## src/rtl/id_ex_pipe_pkg.sv

```systemverilog
// Shared constants for the ID/EX pipeline register: redirect bit positions,
// the operand-hold FSM encoding and the control fields of a bubble.
package id_ex_pipe_pkg;

    // Bit positions inside redirect1/redirect2/load_redirect.
    localparam int RS1_BIT = 0;
    localparam int RS2_BIT = 1;

    // RUN: operands come from the live forward mux.
    // HOLD: operands captured at stall entry are replayed.
    typedef enum logic {
        RUN  = 1'b0,
        HOLD = 1'b1
    } state_e;

    // Control fields of an empty EX slot.
    localparam logic       BUBBLE_VALID   = 1'b0;
    localparam logic       BUBBLE_WE      = 1'b0;
    localparam logic       BUBBLE_LOAD    = 1'b0;
    localparam logic [4:0] BUBBLE_RD_ADDR = 5'd0;

    // Packed as {valid, we, load, rd_addr}.
    localparam logic [7:0] BUBBLE_CTRL = {BUBBLE_VALID, BUBBLE_WE, BUBBLE_LOAD, BUBBLE_RD_ADDR};

endpackage

```

## src/rtl/id_ex_pipe_dffec.sv

```systemverilog
// Enable/clear D flip-flop bank with asynchronous active-low reset.
// Clear has priority over enable; reset forces all zeros.
module id_ex_pipe_dffec #(
    parameter int         W       = 1,
    parameter logic [W-1:0] CLR_VAL = '0
) (
    input  logic         clk,
    input  logic         rst_n,
    input  logic         en_i,
    input  logic         clr_i,
    input  logic [W-1:0] d_i,
    output logic [W-1:0] q_o
);

    logic [W-1:0] q_q;

    // Register bank: reset > clear > enable > hold.
    always_ff @(posedge clk or negedge rst_n) begin
        if (!rst_n) begin
            q_q <= '0;
        end else if (clr_i) begin
            q_q <= CLR_VAL;
        end else if (en_i) begin
            q_q <= d_i;
        end
    end

    assign q_o = q_q;

endmodule

```

## src/rtl/id_ex_pipe_fwd_mux.sv

```systemverilog
// Per-operand forwarding priority mux:
// load data at WB > one-cycle forward > two-cycle forward > register-file value.
// Register x0 is hardwired, so it never takes a forwarded value.
module id_ex_pipe_fwd_mux #(
    parameter int XLEN = 64
) (
    input  logic [4:0]      rs_addr_i,
    input  logic [XLEN-1:0] raw_i,
    input  logic            load_sel_i,
    input  logic            sel1_i,
    input  logic            sel2_i,
    input  logic [XLEN-1:0] load_data_i,
    input  logic [XLEN-1:0] m_data_i,
    input  logic [XLEN-1:0] w_data_i,
    output logic [XLEN-1:0] op_o
);

    // Priority select with the x0 guard in front of every forward source.
    always_comb begin
        op_o = raw_i;
        if (rs_addr_i != 5'd0) begin
            if (load_sel_i) begin
                op_o = load_data_i;
            end else if (sel1_i) begin
                op_o = m_data_i;
            end else if (sel2_i) begin
                op_o = w_data_i;
            end
        end
    end

endmodule

```

## src/rtl/id_ex_pipe.sv

```systemverilog
// ID/EX pipeline register with EX-side operand forwarding. Obeys the hazard
// controller's stall/flush, applies its redirect selects, and keeps the
// operands seen at stall entry so forwarded values survive a load-use freeze.
module id_ex_pipe
    import id_ex_pipe_pkg::*;
#(
    parameter int XLEN  = 64,
    parameter int PC_W  = 64,
    parameter int OP_W  = 8,
    parameter int CNT_W = 32
) (
    input  logic             clk,
    input  logic             rst_n,
    input  logic             valid_d,
    input  logic [PC_W-1:0]  pc_d,
    input  logic [OP_W-1:0]  op_d,
    input  logic [XLEN-1:0]  imm_d,
    input  logic [XLEN-1:0]  rs1_data_d,
    input  logic [XLEN-1:0]  rs2_data_d,
    input  logic [4:0]       rs1_addr_d,
    input  logic [4:0]       rs2_addr_d,
    input  logic [4:0]       rd_addr_d,
    input  logic             rd_we_d,
    input  logic             load_d,
    input  logic             stall_e,
    input  logic             flush_e,
    input  logic [1:0]       redirect1,
    input  logic [1:0]       redirect2,
    input  logic [1:0]       load_redirect,
    input  logic [XLEN-1:0]  fwd_m_data,
    input  logic [XLEN-1:0]  fwd_w_data,
    input  logic [XLEN-1:0]  load_w_data,
    output logic             valid_e,
    output logic [PC_W-1:0]  pc_e,
    output logic [OP_W-1:0]  op_e,
    output logic [XLEN-1:0]  imm_e,
    output logic [XLEN-1:0]  op1_e,
    output logic [XLEN-1:0]  op2_e,
    output logic [4:0]       rd_addr_e,
    output logic             rd_we_e,
    output logic             load_e,
    output logic [CNT_W-1:0] stall_cnt,
    output logic [CNT_W-1:0] bubble_cnt
);

    localparam int DW = PC_W + OP_W + 3 * XLEN + 10;

    // Saturating increment: the counter sticks at all-ones.
    function automatic logic [CNT_W-1:0] sat_inc(input logic [CNT_W-1:0] c);
        return (&c) ? c : c + {{(CNT_W-1){1'b0}}, 1'b1};
    endfunction

    logic [7:0]      ctrl_q;
    logic [DW-1:0]   data_q;
    logic [XLEN-1:0] rs1_data_e;
    logic [XLEN-1:0] rs2_data_e;
    logic [4:0]      rs1_addr_e;
    logic [4:0]      rs2_addr_e;
    logic [XLEN-1:0] mux1;
    logic [XLEN-1:0] mux2;

    state_e          state_q, state_d;
    logic [1:0]      hold_vld_q, hold_vld_d;
    logic [XLEN-1:0] hold_op1_q, hold_op1_d;
    logic [XLEN-1:0] hold_op2_q, hold_op2_d;
    logic [CNT_W-1:0] stall_cnt_q, stall_cnt_d;
    logic [CNT_W-1:0] bubble_cnt_q, bubble_cnt_d;

    // Control fields become a bubble on flush or when ID has nothing valid;
    // a stall without flush freezes them.
    id_ex_pipe_dffec #(
        .W       (8),
        .CLR_VAL (BUBBLE_CTRL)
    ) u_ctrl_reg (
        .clk   (clk),
        .rst_n (rst_n),
        .en_i  (!stall_e),
        .clr_i (flush_e || (!stall_e && !valid_d)),
        .d_i   ({valid_d, rd_we_d, load_d, rd_addr_d}),
        .q_o   (ctrl_q)
    );

    // Data fields load on flush as well (their contents are don't-care then).
    id_ex_pipe_dffec #(
        .W (DW)
    ) u_data_reg (
        .clk   (clk),
        .rst_n (rst_n),
        .en_i  (flush_e || !stall_e),
        .clr_i (1'b0),
        .d_i   ({pc_d, op_d, imm_d, rs1_data_d, rs2_data_d, rs1_addr_d, rs2_addr_d}),
        .q_o   (data_q)
    );

    assign {valid_e, rd_we_e, load_e, rd_addr_e} = ctrl_q;
    assign {pc_e, op_e, imm_e, rs1_data_e, rs2_data_e, rs1_addr_e, rs2_addr_e} = data_q;

    id_ex_pipe_fwd_mux #(.XLEN(XLEN)) u_fwd_rs1 (
        .rs_addr_i   (rs1_addr_e),
        .raw_i       (rs1_data_e),
        .load_sel_i  (load_redirect[RS1_BIT]),
        .sel1_i      (redirect1[RS1_BIT]),
        .sel2_i      (redirect2[RS1_BIT]),
        .load_data_i (load_w_data),
        .m_data_i    (fwd_m_data),
        .w_data_i    (fwd_w_data),
        .op_o        (mux1)
    );

    id_ex_pipe_fwd_mux #(.XLEN(XLEN)) u_fwd_rs2 (
        .rs_addr_i   (rs2_addr_e),
        .raw_i       (rs2_data_e),
        .load_sel_i  (load_redirect[RS2_BIT]),
        .sel1_i      (redirect1[RS2_BIT]),
        .sel2_i      (redirect2[RS2_BIT]),
        .load_data_i (load_w_data),
        .m_data_i    (fwd_m_data),
        .w_data_i    (fwd_w_data),
        .op_o        (mux2)
    );

    // FSM state, operand hold registers and performance counters.
    always_ff @(posedge clk or negedge rst_n) begin
        if (!rst_n) begin
            state_q      <= RUN;
            hold_vld_q   <= '0;
            hold_op1_q   <= '0;
            hold_op2_q   <= '0;
            stall_cnt_q  <= '0;
            bubble_cnt_q <= '0;
        end else begin
            state_q      <= state_d;
            hold_vld_q   <= hold_vld_d;
            hold_op1_q   <= hold_op1_d;
            hold_op2_q   <= hold_op2_d;
            stall_cnt_q  <= stall_cnt_d;
            bubble_cnt_q <= bubble_cnt_d;
        end
    end

    // Next state: flush returns to RUN; a stall entered from RUN captures the
    // live operands; leaving the stall drops the held values.
    always_comb begin
        state_d      = state_q;
        hold_vld_d   = hold_vld_q;
        hold_op1_d   = hold_op1_q;
        hold_op2_d   = hold_op2_q;
        stall_cnt_d  = stall_cnt_q;
        bubble_cnt_d = bubble_cnt_q;
        if (flush_e) begin
            state_d      = RUN;
            hold_vld_d   = '0;
            bubble_cnt_d = sat_inc(bubble_cnt_q);
        end else if (stall_e) begin
            stall_cnt_d = sat_inc(stall_cnt_q);
            if (state_q == RUN) begin
                hold_op1_d = mux1;
                hold_op2_d = mux2;
                hold_vld_d = 2'b11;
                state_d    = HOLD;
            end
        end else begin
            state_d    = RUN;
            hold_vld_d = '0;
        end
    end

    // Operand select: held value while frozen, unless the load result for
    // that operand has just arrived at WB.
    always_comb begin
        op1_e = mux1;
        op2_e = mux2;
        if (state_q == HOLD) begin
            if (hold_vld_q[RS1_BIT] && !load_redirect[RS1_BIT]) begin
                op1_e = hold_op1_q;
            end
            if (hold_vld_q[RS2_BIT] && !load_redirect[RS2_BIT]) begin
                op2_e = hold_op2_q;
            end
        end
    end

    assign stall_cnt  = stall_cnt_q;
    assign bubble_cnt = bubble_cnt_q;

endmodule

```

## config.mk

```make
export PLATFORM = sky130hd
export DESIGN_NAME = id_ex_pipe
export DESIGN_NICKNAME = d
export VERILOG_FILES = /design/src/rtl/id_ex_pipe_pkg.sv /design/src/rtl/id_ex_pipe_dffec.sv /design/src/rtl/id_ex_pipe_fwd_mux.sv /design/src/rtl/id_ex_pipe.sv
export SDC_FILE = /design/constraint.sdc
export NUM_CORES = 1
export LEC_CHECK = 0
export CAP_MARGIN = 5
export CORE_AREA = 2 2 322 324
export DETAILED_ROUTE_END_ITERATION = 16
export DIE_AREA = 0 0 324 326
export HOLD_SLACK_MARGIN = 0.12
export PLACE_DENSITY_LB_ADDON = 0.2
export SYNTH_ARGS = -nofsm -noshare
export SYNTH_HDL_FRONTEND = slang
export SYNTH_SLANG_ARGS = --single-unit
```

## constraint.sdc

```tcl
create_clock -name clk -period 1.7 [get_ports clk]
set_input_delay 0.255 -clock clk [delete_from_list [all_inputs] [get_ports clk]]
set_output_delay 0.255 -clock clk [all_outputs]
set_load 0.01 [all_outputs]
```

==> out/metrics.csv <==
stage,metric,value,unit
route,"wirelength, routed",121100,um
clocking,TritonCTS buffer count,60,
place,Post-DP HPWL,85960,um
timing,Max Fclk,355.9,MHz
power,P_leak,0.02053,uW
synth,sequential-to-total area share from yosys stat,0.4644,
timing,Slew @ Worst Pin,0.5885,ns
setup_path,CP Max Fanout,6,
clocking,clock root cell,clkbuf_16,
cells_and_area,# nets final,4811,
clocking,Clock Latency Late Sink,0.66,ns
setup_path,Worst setup SP type,flip-flop,
synth,Ys Warns,0,
route,DRC,0,
setup_path,crit path DAT,2.55,ns
global_routing,number of global-route vias before repair,26930,
global_routing,largest net degree at the start of global routing,76,
outcome,status,finished with violations,
flow_run,max-capacitance violation count,0,
setup_path,crit end category,output port,
die,Die H,326,um
global_routing,initial antenna violation count,7,
place,Area after DPL,37640,sq um
timing,Tmin final,2.810,ns
global_routing,Total GRT Usage,0.2216,
die,die width,324,um
synth,"EDFF count, synth",0,
route,Initial DRC Count,1750,
die,initial core utilization,0.2500,
place,number of port buffers,819,
route,DR vias,26440,
outcome,failing checks,negative setup slack,
synth,cells after synthesis,3056,
synth,Yosys reg bits,476,
timing,Final WS setup,-1.110,ns
route,Wirelength per Cell,21.04,um
timing,Setup Skew,0.01878,ns
power,maximum VDD drop,0.0007595,V
place,pre-CTS WS,-1.027,ns
timing,unrepaired setup endpoints after global routing,yes,
die,Core ar.,102600,sq um
synth,Syn Area/Cell,8.394,sq um
route,iteration count of the initial detailed-routing pass,5,
route,Via-to-Cell Ratio,4.595,
die,area of the die,105600,sq um
die,IO Pins,820,
cells_and_area,Finished Cell Area,43680,sq um
cells_and_area,share of cells above drive strength 1,0.2760,
synth,Main synth FF type,dfrtp_1,
global_routing,global-route wire length before repair,176100,um
timing,period utilization,1.653,
cells_and_area,P&R area growth vs syn,70.30,%
min_path,Hold Crit Class,in -> async,
setup_path,R2R Path Start,u_data_reg.q_o[6]$_DFFE_PN0N_,
synth,async set-reset flop share out of synthesis,1.000,
place,final RePlAce weighted congestion,0.9088,
clocking,H-tree depth,2,
timing,Slew HR,0.6068,
synth,count of different cell masters after synthesis,50,
setup_path,WS Path Type,reg -> out,
setup_path,Critical path origin,u_data_reg.q_o[6]$_DFFE_PN0N_,
global_routing,aggregate global routing overflow,0,
route,Final ANT Viol Nets,0,
clocking,clock transition at the registers of the reported paths,0.06,ns
clocking,TritonCTS clock tree,done,
timing,"Hold Violations, Final",0,
die,FP Rows,118,
clocking,CTS Buffer Depth,3,
synth,syn_nets,3542,
timing,final setup vio count,195,
power,Pwr Density,845.0,nW/um^2
clocking,CTS sink count,476,
setup_path,Crit path required time,1.44,ns
timing,fin. max-slew vios,0,
synth,synthesized area,25650,sq um
-- worst paths after layout --
check / end / slack (ns) / depth (start not counted)
setup / recovery: op1_e[32] / -1.11 / 10
hold / removal: hold_op1_q[36]$_DFFE_PN0P_ / 0.13 / 3
setup reg to reg: hold_op1_q[12]$_DFFE_PN0P_ / -0.25 / 11
hold reg to reg: u_data_reg.q_o[262]$_DFFE_PN0N_ / 0.46 / 2
max in group asynchronous: bubble_cnt[5]$_DFFE_PN0P_ / 0.17 / 5
min in group clk: u_data_reg.q_o[62]$_DFFE_PN0N_ / 0.17 / 3
-- repair_timing --
action                                 4_1_cts  5_1_grt
endpoints found under the hold margin      660        0
buffers inserted                            74       69
setup endpoints to repair                  418      291
hold buffers                               186        0
pin swaps                                  113      186
resized for setup                         1294      309
gates cloned                                15        4
-- metrics by stage --
stage / TNS, ns / total power (uW) / std cells / util / hold slack, ns
3_5_place_dp: -190.15 / 22660 / 5332 / 0.3668 / 0.2274
2_1_floorplan: -0.7096 / 17170 / 3056 / - / -0.04059
6_report: -128.99 / 36920 / 5755 / 0.4257 / 0.1327
4_1_cts: -137.67 / 36750 / 5710 / 0.4133 / 0.1206
3_3_place_gp: -191.74 / 22610 / 5332 / 0.3668 / 0.2259
5_1_grt: -157.69 / 38760 / 5754 / 0.4257 / 0.1482
-- report_power, final --
| part | leakage [uW] | internal (uW) | total (uW) | switching, uW |
|---|---|---|---|---|
| clock | 0.000995 | 7810 | 13300 | 5480 |
| combinational | 0.0137 | 5180 | 10200 | 5000 |
| sequential | 0.00583 | 12600 | 13400 | 808 |
-- final cells by class --
cell class	count	area, sq um
Sequential cell	476	11920
Timing Repair Buffer	1552	14730
Clock buffer	89	1740
Tap cell	1380	1727
Inverter	9	41.29
Clock inverter	21	264.0
Multi-Input combinational cell	2226	13260
Fill cell	10310	58930
Antenna cell	2	5.005
-- flip-flops by register name, indices dropped and copies added (netlist names) --
| register | flops |
|---|---|
| u_ctrl_reg.q_o | 8 |
| hold_op1_q | 64 |
| hold_op2_q | 64 |
| u_data_reg.q_o | 274 |
| stall_cnt | 32 |
| hold_vld_q | 1 |
| state_q | 1 |
| bubble_cnt | 32 |
-- layer usage --
metal  GRT usage  up-vias  wire [um]
met5           0        -         11
met4     0.07136        2       3812
met3     0.05005      178       8330
met2      0.3752      910      58340
met1      0.2777    12750      50570
li1            -    12610          -
-- critical path, stage by stage (launching register included) --
cell      delay (ns)
dfrtp_1         0.39
nor3_2          0.17
buf_4           0.16
nand2_8         0.07
buf_12          0.17
buf_16          0.16
buf_8           0.14
o211ai_1        0.13
o21ai_4         0.11
o21ai_2         0.19
buf_2           0.17
-- cells in the mapped netlist (3+ instances only) --
master	n	area [sq um]
clkbuf_1	137	514.2
nor4_2	3	37.54
a22oi_1	7	52.55
o211ai_1	128	960.9
a21oi_1	3	15.01
o21ai_0	384	1922
and4_1	7	61.31
mux2i_1	129	1291
nor3_1	17	85.08
buf_4	136	1021
nor2_1	32	120.1
xor2_1	33	289.0
dfrtp_1	476	11910
xnor2_1	26	227.7
nand3_1	26	130.1
mux2_2	128	1441
nor2b_1	3	18.77
buf_2	52	260.3
buf_1	18	67.56
nand2_1	1238	4647
and3_1	12	75.07
nand2b_1	3	18.77
inv_1	9	33.78
nand4_1	16	100.1
-- cell families after synthesis --
kind of cell	synth area share
buf+inv	0.07483
simple gates	0.2138
xor+xnor	0.02015
mux	0.1071
flops	0.4644
compound gates	0.1187
fa+ha+maj	0.0009754
-- layout by cell type, fill, tap and decap left out, types with 8 or more instances in the layout --
| cell type | synthesis | final |
|---|---|---|
| clkbuf_8 | 0 | 13 |
| nor2_1 | 32 | 21 |
| nand3_1 | 26 | 20 |
| o21ai_0 | 384 | 25 |
| dlygate4sd3_1 | 0 | 186 |
| mux2_2 | 128 | 128 |
| clkbuf_1 | 137 | 16 |
| clkbuf_16 | 0 | 64 |
| o21ai_1 | 0 | 191 |
| dfrtp_1 | 476 | 471 |
| buf_2 | 52 | 147 |
| buf_12 | 0 | 68 |
| clkinv_2 | 0 | 12 |
| inv_1 | 9 | 8 |
| nand2_1 | 1238 | 1235 |
| buf_6 | 2 | 79 |
| clkdlybuf4s50_1 | 0 | 476 |
| xnor2_1 | 26 | 26 |
| buf_16 | 0 | 15 |
| xor2_1 | 33 | 33 |
| nand4_1 | 16 | 16 |
| o21ai_4 | 0 | 55 |
| dlygate4sd2_1 | 0 | 144 |
| o211ai_1 | 128 | 128 |
| mux2i_1 | 129 | 129 |
| o21ai_2 | 0 | 113 |
| buf_4 | 136 | 414 |
| buf_8 | 0 | 9 |
Power figures use the tool's default switching activity.
